<file path="config.mk">
export PLATFORM = sky130hd
export DESIGN_NAME = instruction_fetch_flat
export DESIGN_NICKNAME = d
export VERILOG_FILES = /design/src/rtl/cpu_types_pkg.sv /design/src/rtl/instruction_fetch_if.sv /design/src/rtl/instruction_fetch_ifid_register.sv /design/src/rtl/instruction_fetch.sv /design/src/flat_wrapper.sv
export SDC_FILE = /design/constraint.sdc
export NUM_CORES = 1
export LEC_CHECK = 0
export CORE_ASPECT_RATIO = 1.25
export CORE_UTILIZATION = 47
export DETAILED_ROUTE_END_ITERATION = 8
export PLACE_DENSITY = 0.81
export RECOVER_POWER = 25
export SYNTH_ARGS = -nofsm -noshare
export SYNTH_HDL_FRONTEND = slang
export SYNTH_SLANG_ARGS = --single-unit
</file>
<file path="constraint.sdc">
create_clock -name CLK -period 2.2 [get_ports CLK]
set_clock_uncertainty 0.2 [all_clocks]
set_input_delay 0.44 -clock CLK [delete_from_list [all_inputs] [get_ports CLK]]
set_output_delay 0.44 -clock CLK [all_outputs]
set_load 0.02 [all_outputs]
</file>
<file path="src/rtl/cpu_types_pkg.sv">
//------------------------------------------------------------------------------
// Module   : cpu_types_pkg
// Brief    : Shared CPU word type, fetch FSM states and IF/ID register layout.
// Revision : 1.0
//------------------------------------------------------------------------------
`default_nettype none

package cpu_types_pkg;

   localparam int WORD_W = 32;

   typedef logic [WORD_W-1:0] word_t;

   localparam word_t C_ALIGN_MASK = 32'hFFFF_FFFC;

   typedef enum logic [1:0] {
      FETCH = 2'd0,
      HOLD  = 2'd1,
      DRAIN = 2'd2
   } fetch_state_t;

   typedef struct packed {
      logic  valid;
      word_t instr;
      word_t npc;
   } ifid_t;

endpackage

`default_nettype wire

</file>
<file path="src/rtl/instruction_fetch_if.sv">
//------------------------------------------------------------------------------
// Module   : instruction_fetch_if
// Brief    : PC, instruction-memory, hazard and IF/ID signals of the fetch stage.
// Revision : 1.0
//------------------------------------------------------------------------------
`default_nettype none

interface instruction_fetch_if;
   import cpu_types_pkg::*;

   word_t pc;
   word_t npc;
   logic  PCen;
   word_t cpc;
   logic  imemREN;
   word_t imemaddr;
   logic  ihit;
   word_t imemload;
   logic  stall;
   logic  flush;
   word_t redirect_pc;
   logic  ifid_valid;
   word_t ifid_instr;
   word_t ifid_npc;

   // The fetch stage itself.
   modport master (
      input  pc, npc, ihit, imemload, stall, flush, redirect_pc,
      output PCen, cpc, imemREN, imemaddr, ifid_valid, ifid_instr, ifid_npc
   );

   // Surrounding pipeline: program counter, memory, hazard unit, decode.
   modport slave (
      output pc, npc, ihit, imemload, stall, flush, redirect_pc,
      input  PCen, cpc, imemREN, imemaddr, ifid_valid, ifid_instr, ifid_npc
   );

endinterface

`default_nettype wire

</file>
<file path="src/rtl/instruction_fetch_ifid_register.sv">
//------------------------------------------------------------------------------
// Module   : ifid_register
// Brief    : IF/ID pipeline register; clear drops valid but keeps the payload.
// Revision : 1.0
//------------------------------------------------------------------------------
`default_nettype none

module ifid_register
   import cpu_types_pkg::*;
(
   input  logic  CLK,
   input  logic  RST,
   input  logic  load,
   input  logic  clear,
   input  ifid_t d,
   output ifid_t q
);

   ifid_t ifid_d;
   ifid_t ifid_q;

   always_comb begin
      ifid_d = ifid_q;
      if (clear) begin
         ifid_d.valid = 1'b0;
      end else if (load) begin
         ifid_d = d;
      end
   end

   always_ff @(posedge CLK) begin
      if (RST) begin
         ifid_q <= '0;
      end else begin
         ifid_q <= ifid_d;
      end
   end

   assign q = ifid_q;

endmodule

`default_nettype wire

</file>
<file path="src/rtl/instruction_fetch.sv">
//------------------------------------------------------------------------------
// Module   : instruction_fetch
// Brief    : Fetch stage: imem handshake, next-PC select, skid and IF/ID control.
// Revision : 1.0
//------------------------------------------------------------------------------
`default_nettype none

module instruction_fetch
   import cpu_types_pkg::*;
(
   input  logic                CLK,
   input  logic                RST,
   instruction_fetch_if.master fif
);

   fetch_state_t state_d, state_q;
   word_t        skid_instr_d, skid_instr_q;
   word_t        skid_npc_d, skid_npc_q;
   word_t        tgt_d, tgt_q;

   logic         pc_en;
   word_t        cpc_sel;
   logic         mem_ren;
   logic         ifid_load;
   logic         ifid_clear;
   ifid_t        ifid_in;
   ifid_t        ifid_out;

   always_comb begin
      state_d      = state_q;
      skid_instr_d = skid_instr_q;
      skid_npc_d   = skid_npc_q;
      tgt_d        = tgt_q;
      pc_en        = 1'b0;
      cpc_sel      = fif.npc;
      mem_ren      = 1'b0;
      ifid_load    = 1'b0;
      ifid_clear   = 1'b0;
      ifid_in      = '{valid: 1'b1, instr: fif.imemload, npc: fif.npc};

      if (!RST) begin
         unique case (state_q)
            FETCH: begin
               mem_ren = 1'b1;
               if (fif.flush) begin
                  ifid_clear = 1'b1;
                  if (fif.ihit) begin
                     pc_en   = 1'b1;
                     cpc_sel = fif.redirect_pc;
                  end else begin
                     tgt_d   = fif.redirect_pc;
                     state_d = DRAIN;
                  end
               end else if (fif.ihit) begin
                  pc_en = 1'b1;
                  if (fif.stall) begin
                     skid_instr_d = fif.imemload;
                     skid_npc_d   = fif.npc;
                     state_d      = HOLD;
                  end else begin
                     ifid_load = 1'b1;
                  end
               end
            end
            HOLD: begin
               // PC already advanced when the skid was captured.
               if (fif.flush) begin
                  ifid_clear = 1'b1;
                  pc_en      = 1'b1;
                  cpc_sel    = fif.redirect_pc;
                  state_d    = FETCH;
               end else if (!fif.stall) begin
                  ifid_load = 1'b1;
                  ifid_in   = '{valid: 1'b1, instr: skid_instr_q, npc: skid_npc_q};
                  state_d   = FETCH;
               end
            end
            DRAIN: begin
               // The wrong-path read must complete before the target is fetched.
               mem_ren = 1'b1;
               if (fif.flush) begin
                  ifid_clear = 1'b1;
                  tgt_d      = fif.redirect_pc;
               end
               if (fif.ihit) begin
                  pc_en   = 1'b1;
                  cpc_sel = fif.flush ? fif.redirect_pc : tgt_q;
                  state_d = FETCH;
               end
            end
            default: begin
               state_d = FETCH;
            end
         endcase
      end
   end

   always_ff @(posedge CLK) begin
      if (RST) begin
         state_q      <= FETCH;
         skid_instr_q <= '0;
         skid_npc_q   <= '0;
         tgt_q        <= '0;
      end else begin
         state_q      <= state_d;
         skid_instr_q <= skid_instr_d;
         skid_npc_q   <= skid_npc_d;
         tgt_q        <= tgt_d;
      end
   end

   ifid_register u_ifid (
      .CLK   (CLK),
      .RST   (RST),
      .load  (ifid_load),
      .clear (ifid_clear),
      .d     (ifid_in),
      .q     (ifid_out)
   );

   assign fif.PCen       = pc_en;
   assign fif.cpc        = cpc_sel & C_ALIGN_MASK;
   assign fif.imemREN    = mem_ren;
   assign fif.imemaddr   = fif.pc;
   assign fif.ifid_valid = ifid_out.valid;
   assign fif.ifid_instr = ifid_out.instr;
   assign fif.ifid_npc   = ifid_out.npc;

endmodule

`default_nettype wire

</file>
<file path="src/flat_wrapper.sv">
// flat-port wrapper written by rule: the top's interface ports become plain ports
module instruction_fetch_flat import cpu_types_pkg::*;
  (CLK, RST, fif_pc, fif_npc, fif_ihit, fif_imemload, fif_stall, fif_flush, fif_redirect_pc, fif_PCen, fif_cpc, fif_imemREN, fif_imemaddr, fif_ifid_valid, fif_ifid_instr, fif_ifid_npc);
  instruction_fetch_if fif_i ();
  input  logic CLK;
  input  logic RST;
  input wire logic [$bits(fif_i.pc)-1:0] fif_pc;
  input wire logic [$bits(fif_i.npc)-1:0] fif_npc;
  input wire logic [$bits(fif_i.ihit)-1:0] fif_ihit;
  input wire logic [$bits(fif_i.imemload)-1:0] fif_imemload;
  input wire logic [$bits(fif_i.stall)-1:0] fif_stall;
  input wire logic [$bits(fif_i.flush)-1:0] fif_flush;
  input wire logic [$bits(fif_i.redirect_pc)-1:0] fif_redirect_pc;
  output wire logic [$bits(fif_i.PCen)-1:0] fif_PCen;
  output wire logic [$bits(fif_i.cpc)-1:0] fif_cpc;
  output wire logic [$bits(fif_i.imemREN)-1:0] fif_imemREN;
  output wire logic [$bits(fif_i.imemaddr)-1:0] fif_imemaddr;
  output wire logic [$bits(fif_i.ifid_valid)-1:0] fif_ifid_valid;
  output wire logic [$bits(fif_i.ifid_instr)-1:0] fif_ifid_instr;
  output wire logic [$bits(fif_i.ifid_npc)-1:0] fif_ifid_npc;
  assign fif_i.pc = fif_pc;
  assign fif_i.npc = fif_npc;
  assign fif_i.ihit = fif_ihit;
  assign fif_i.imemload = fif_imemload;
  assign fif_i.stall = fif_stall;
  assign fif_i.flush = fif_flush;
  assign fif_i.redirect_pc = fif_redirect_pc;
  assign fif_PCen = fif_i.PCen;
  assign fif_cpc = fif_i.cpc;
  assign fif_imemREN = fif_i.imemREN;
  assign fif_imemaddr = fif_i.imemaddr;
  assign fif_ifid_valid = fif_i.ifid_valid;
  assign fif_ifid_instr = fif_i.ifid_instr;
  assign fif_ifid_npc = fif_i.ifid_npc;
  instruction_fetch u_core (.CLK(CLK), .RST(RST), .fif(fif_i));
endmodule
</file>
### After elaboration in Yosys (flattened, before gate mapping)

Cells that the tools add are included.

* register bits: 163
* output and inout bits: 131
* logic and storage cells: 62

* eq/ne operators: 9
* mux-type cells: 35
* bitwise gates (word level): 2
* reductions and logical operators: 9

Operators with widths (number)
* two-way mux 32 bit: 8
* two-way mux 65 bit: 2
* one-hot mux 32 bit (3 select lines): 1
* two-way mux 64 bit: 1
* one-hot mux 32 bit (2 select lines): 1
* two-way mux 2 bit: 7
* two-way mux 1 bit: 12
* != test 3 bit, second input constant: 4
* != test 2 bit, second input constant: 3
* one-hot mux 2 bit (3 select lines): 1
* AND reduction 5 bit: 1
* one-hot mux 1 bit (2 select lines): 2
* AND reduction 4 bit: 1
* OR reduction 2 bit: 2
* AND reduction 3 bit: 1
* OR reduction 3 bit: 1
* == test 2 x 1 -> 1 bit, second input constant: 1
* == test 2 bit, second input constant: 1
* zero test 2 bit: 1
* inverter 1 bit: 2
* AND reduction 2 bit: 1
* nonzero test 2 bit: 1

### Logic depth before layout (Yosys ltp)

* depth in word-level cells: 6
* gate-level depth with buffers: 6

### By module

From an unflattened synthesis, not the netlist that was laid out.

* cell total of the unflattened synthesis: 1001
* area total of the unflattened synthesis: 9465.3 um^2

Modules (own cells, without submodules)
* instruction_fetch: times used 1, cells an instance 706, area an instance 6198.4 um^2, sequential area each 1921.8 um^2
* ifid_register: times used 1, cells an instance 295, area an instance 3266.9 um^2, sequential area each 1301.2 um^2

### Worst setup path after synthesis

OpenSTA, ideal clock, no wires.

* path type: register -> output
* start: register u_core.state_q[0]
* end: output fif_cpc[10]
* arrival: 1.502 ns
* setup slack: 0.058 ns
* stages on the path, launching flop included: 6
* path through: dfxtp_1 buf_2 nor4bb_1 buf_2 a221oi_1 o2bb2ai_1

* longest elaborated chain between the ends: 3

RTL lines
* start: declaration: line instruction_fetch.sv:16 `fetch_state_t state_d, state_q;`
* start signal: assignment: line instruction_fetch.sv:105 `state_q <= state_d;`
* == test 2 bit, or another cell as far along: line instruction_fetch.sv:42 `unique case (state_q)`
* one-hot mux 32 bit (3 select lines) *: line instruction_fetch.sv:42
* two-way mux 32 bit *: line instruction_fetch.sv:41 `if (!RST) begin`
* end: declaration: line flat_wrapper.sv:15 `output wire logic [$bits(fif_i.cpc)-1:0] fif_cpc;`

Mark *: on every way between the ends. The rest lies on a longest branch, timed or not.

### Worst setup path in the final report

* start: register u_core.state_q[0]
* end: output fif_cpc[5]

The elaborated chain is that of the path after synthesis.

==> results.md <==
* Number of nets still failing antenna checks after routing at 0
* Final Hold Fails at 0
* Arrival time at the worst endpoint at about 1.9 ns
* Post-synthesis sequential area ratio at 0.3952
* Buffers on Ports at 195
* Starting utilization of the core area at 0.4824
* Reg-to-reg setup timing slack at -0.03 ns
* Yosys cell types at 31
* Area enclosed by the die boundary at 17,890 um2
* Violated checks: setup timing
* Post-synthesis mux area share at 0
* Overall die height at 149.3 um
* Average vias per placed instance at roughly 6.3
* Count of state elements after synthesis at 161
* Routed len/inst at roughly 22 um
* Number of maximum-capacitance violations at 0
* Maximum number of pins on one net before global-route repair at 87
* Number of search-and-repair iterations in the first detailed-routing pass at 6
* Clock Sink Count at about 160
* Half-perimeter wire length of the detailed placement result at about 17 mm
* Post-Synth Adder-Cell Area at 0
* Vias in the first global route at 8,326
* DRT Wirelength at 30.12 mm
* Final nets at 1,300
* Instance count of the mapped netlist at between 900 and 1,000
* Hold EP: u_core.u_ifid.q[64]
* Achievable frequency at around 390 MHz
* Width of the die at 119.8 um
* Clock insertion delay at the later pin of the skew report at 0.43 ns
* Count of standard-cell rows at 53
* Prevailing post-synth register cell: sky130_fd_sc_hd__dfxtp_1
* Required time of the critical path at 1.56 ns
* Synth Area in Compound Gates at 0.2915
* Number of hold buffers added after cts at 0
* RSZ-0062 raised after global routing: yes
* Startpoint of the most critical hold path: RST
* Total area of multi-input combinational cells at 4365 um2
* Total power consumption of the routed design at 7362 uW
* Final Non-Filler Cells at approximately 1,400
* Maximum vdd drop at 0.4441 mV
* Antenna violations before repair at 2
* Setup-violating endpoint count in the final report at 74
* # placed instances at roughly 1,400
* Count of routing violations after the opening detailed-route iteration at approximately 970
* Worst Tran Pin Value at 0.8975 ns
* CTS Buf Count at 17
* Static leakage at ~0.0042 uW
* Root buffer cell: sky130_fd_sc_hd__clkbuf_16
* Overall via count from detail_route at 8,885
* Total negative slack for setup checks at -11.02 ns
* Instance count along the most critical hold path at 4
* Outcome: finished with violations
* Number of DRC violations after detailed routing at 0
* End of the worst register-to-register path: u_core.u_ifid.q[55]
* Antenna fix cells at 0
* TritonCTS clock tree: done
* Sequential cell area at 3231 um2
* Post-Synthesis Mean Instance Area at 8.173 um2
* Worst Hold Class: in2reg
* Fraction of synthesized cell area in xor and xnor cells at 0
* Maximum level of the CTS H-tree at 4
* Worst-path clk slew at 0.06 ns
* Yosys warnings at 0
* Post-synth EDFFs at 0
* I/O pin total at 264
* Final critical-path setup slack at -0.3696 ns
* Crit. End Element: output pin
* Total grt overflow at 0
* Combinational family with the most area after synthesis: compound AO/OA/AOI/OAI gates
* Proportion of layout cells with a drive suffix above 1 at 0.1890
* Fin crit period at 2.570 ns
* Number of pins exceeding their max-slew limit in the final report at 0
* Tightest slew margin relative to the limit at 0.4017
* Final GP Congestion at between 0.9 and 1
* Fin crit share at 1.168
* Number of fill cells in the layout at 1,315
* Number of cells traversed by the worst register-to-register path at 7
* Sort of element at the start of the critical path: register
* Origin of the critical flop-to-flop path: u_core.state_q[1]
* Buffers from clock root to sink, at most at 2
* Async set-or-reset flop fraction in the synthesized netlist at 0
* Area delta synth->final at 42.77%
* Cell area after technology mapping at 8157 um2
* Combined global-route utilization of all metal layers at 0.3258
* Post-synthesis share of cell area spent on and, or, nand and nor gates at 0.2077
* Wire length of the first global-routing pass at 45.04 mm
* Standard cell core area at between 15,000 and 20,000 um2
* Worst setup path class: reg2out
* Final standard cell utilization of the core at 0.6886
* Power Dens Cells at 632.2 nW/um2
* Largest fanout of any net on the critical path at 8
-- sequential cells by signal, summed over array words and instances (netlist names) --
name                 cells
u_core.skid_instr_q     32
u_core.skid_npc_q       32
u_core.state_q           2
u_core.tgt_q            30
u_core.u_ifid.q         65
-- through the flow --
step / worst slack, ns / cell area (um2) / hold slack (ns)
after floorplan: 0.05827 / 8160 / 0.2539
after detailed placement: -0.8599 / 10540 / 0.2665
after global routing: -0.4578 / 11640 / 0.2790
final: -0.3696 / 11640 / 0.2659
after CTS: -0.3687 / 11420 / 0.2406
after global placement: -0.8513 / 10540 / 0.2592
-- cells in the final DEF, fill, tap and decap left out, drive strengths merged, types with 24 or more instances in the layout --
master and instances:
dfxtp 161, clkdlybuf4s50 160, a21oi 159, buf 135, nand2 131, o21ai 94, nand3 64, a311oi 64
and2 32, or3b 31, and4b 30, o2bb2ai 30, a221oi 30, clkbuf 24
-- kinds of logic after synthesis --
logic type      count (synthesis)
compound gates                379
buf+inv                       155
flops                         161
other cells                     1
simple gates                  302
-- worst max path at each step --
| stage | start | to | slack (ns) | cells past startpoint |
|---|---|---|---|---|
| floorplan | u_core.state_q[0] | fif_cpc[10] | 0.06 | 5 |
| global placement | fif_ihit | fif_cpc[9] | -0.85 | 6 |
| detailed placement | fif_ihit | fif_cpc[4] | -0.86 | 6 |
| CTS | u_core.state_q[0] | fif_cpc[4] | -0.37 | 6 |
| global route | u_core.state_q[0] | fif_cpc[23] | -0.46 | 5 |
| finish | u_core.state_q[0] | fif_cpc[5] | -0.37 | 5 |
-- critical path, stage by stage, from the launching register on --
cell and delay, ns:
sky130_fd_sc_hd__dfxtp_4 0.36, sky130_fd_sc_hd__nor4bb_4 0.35, sky130_fd_sc_hd__bufbuf_16 0.37, sky130_fd_sc_hd__a221oi_2 0.08
sky130_fd_sc_hd__o2bb2ai_1 0.17, sky130_fd_sc_hd__buf_4 0.16
-- timing repair --
action,in CTS,in global routing
gates resized for setup,196,22
gates cloned,7,5
buffers inserted,3,2
pin swaps,47,19
setup endpoints to repair,97,73
-- per-layer routing --
layer | GRT usage | routed length (um)
met1 | 0.3848 | 10970
met2 | 0.5396 | 14920
met3 | 0.05696 | 2449
met4 | 0.2200 | 1763
met5 | 0 | 27
-- power breakdown --
group | switching, uW | leakage, uW | internal (uW) | total (uW)
logic | 746 | 0.00264 | 655 | 1400
clock network | 1260 | 0.000279 | 1600 | 2870
registers | 70.5 | 0.00131 | 3020 | 3100
total | 2080 | 0.00423 | 5280 | 7360
-- cell type report --
class / count / share of cell area
clock buffers: 18 / 0.03771
clock inverters: 14 / 0.01139
inverters: 1 / 0.0003223
multi-input cells: 683 / 0.3749
flip-flops and latches: 161 / 0.2774
well taps: 220 / 0.02364
repair buffers: 303 / 0.2746
-- Yosys cell counts (all sizes together), types with 2 or more instances --
cell type    n  area, um2
buf         84      591.8
a21oi      159      795.8
o21ai       94      470.5
or3b        31      271.5
nor2b        2      12.51
and4b       30      300.3
nand2      131      491.7
clkbuf      70      262.8
nand3       64      320.3
and2        32      200.2
a221oi      30      262.8
nand3b       2      15.01
nand2b       2      12.51
a311oi      64      566.8
dfxtp      161       3223
nor2         2      7.510
o2bb2ai     30      262.8
Power figures use the tool's default switching activity.
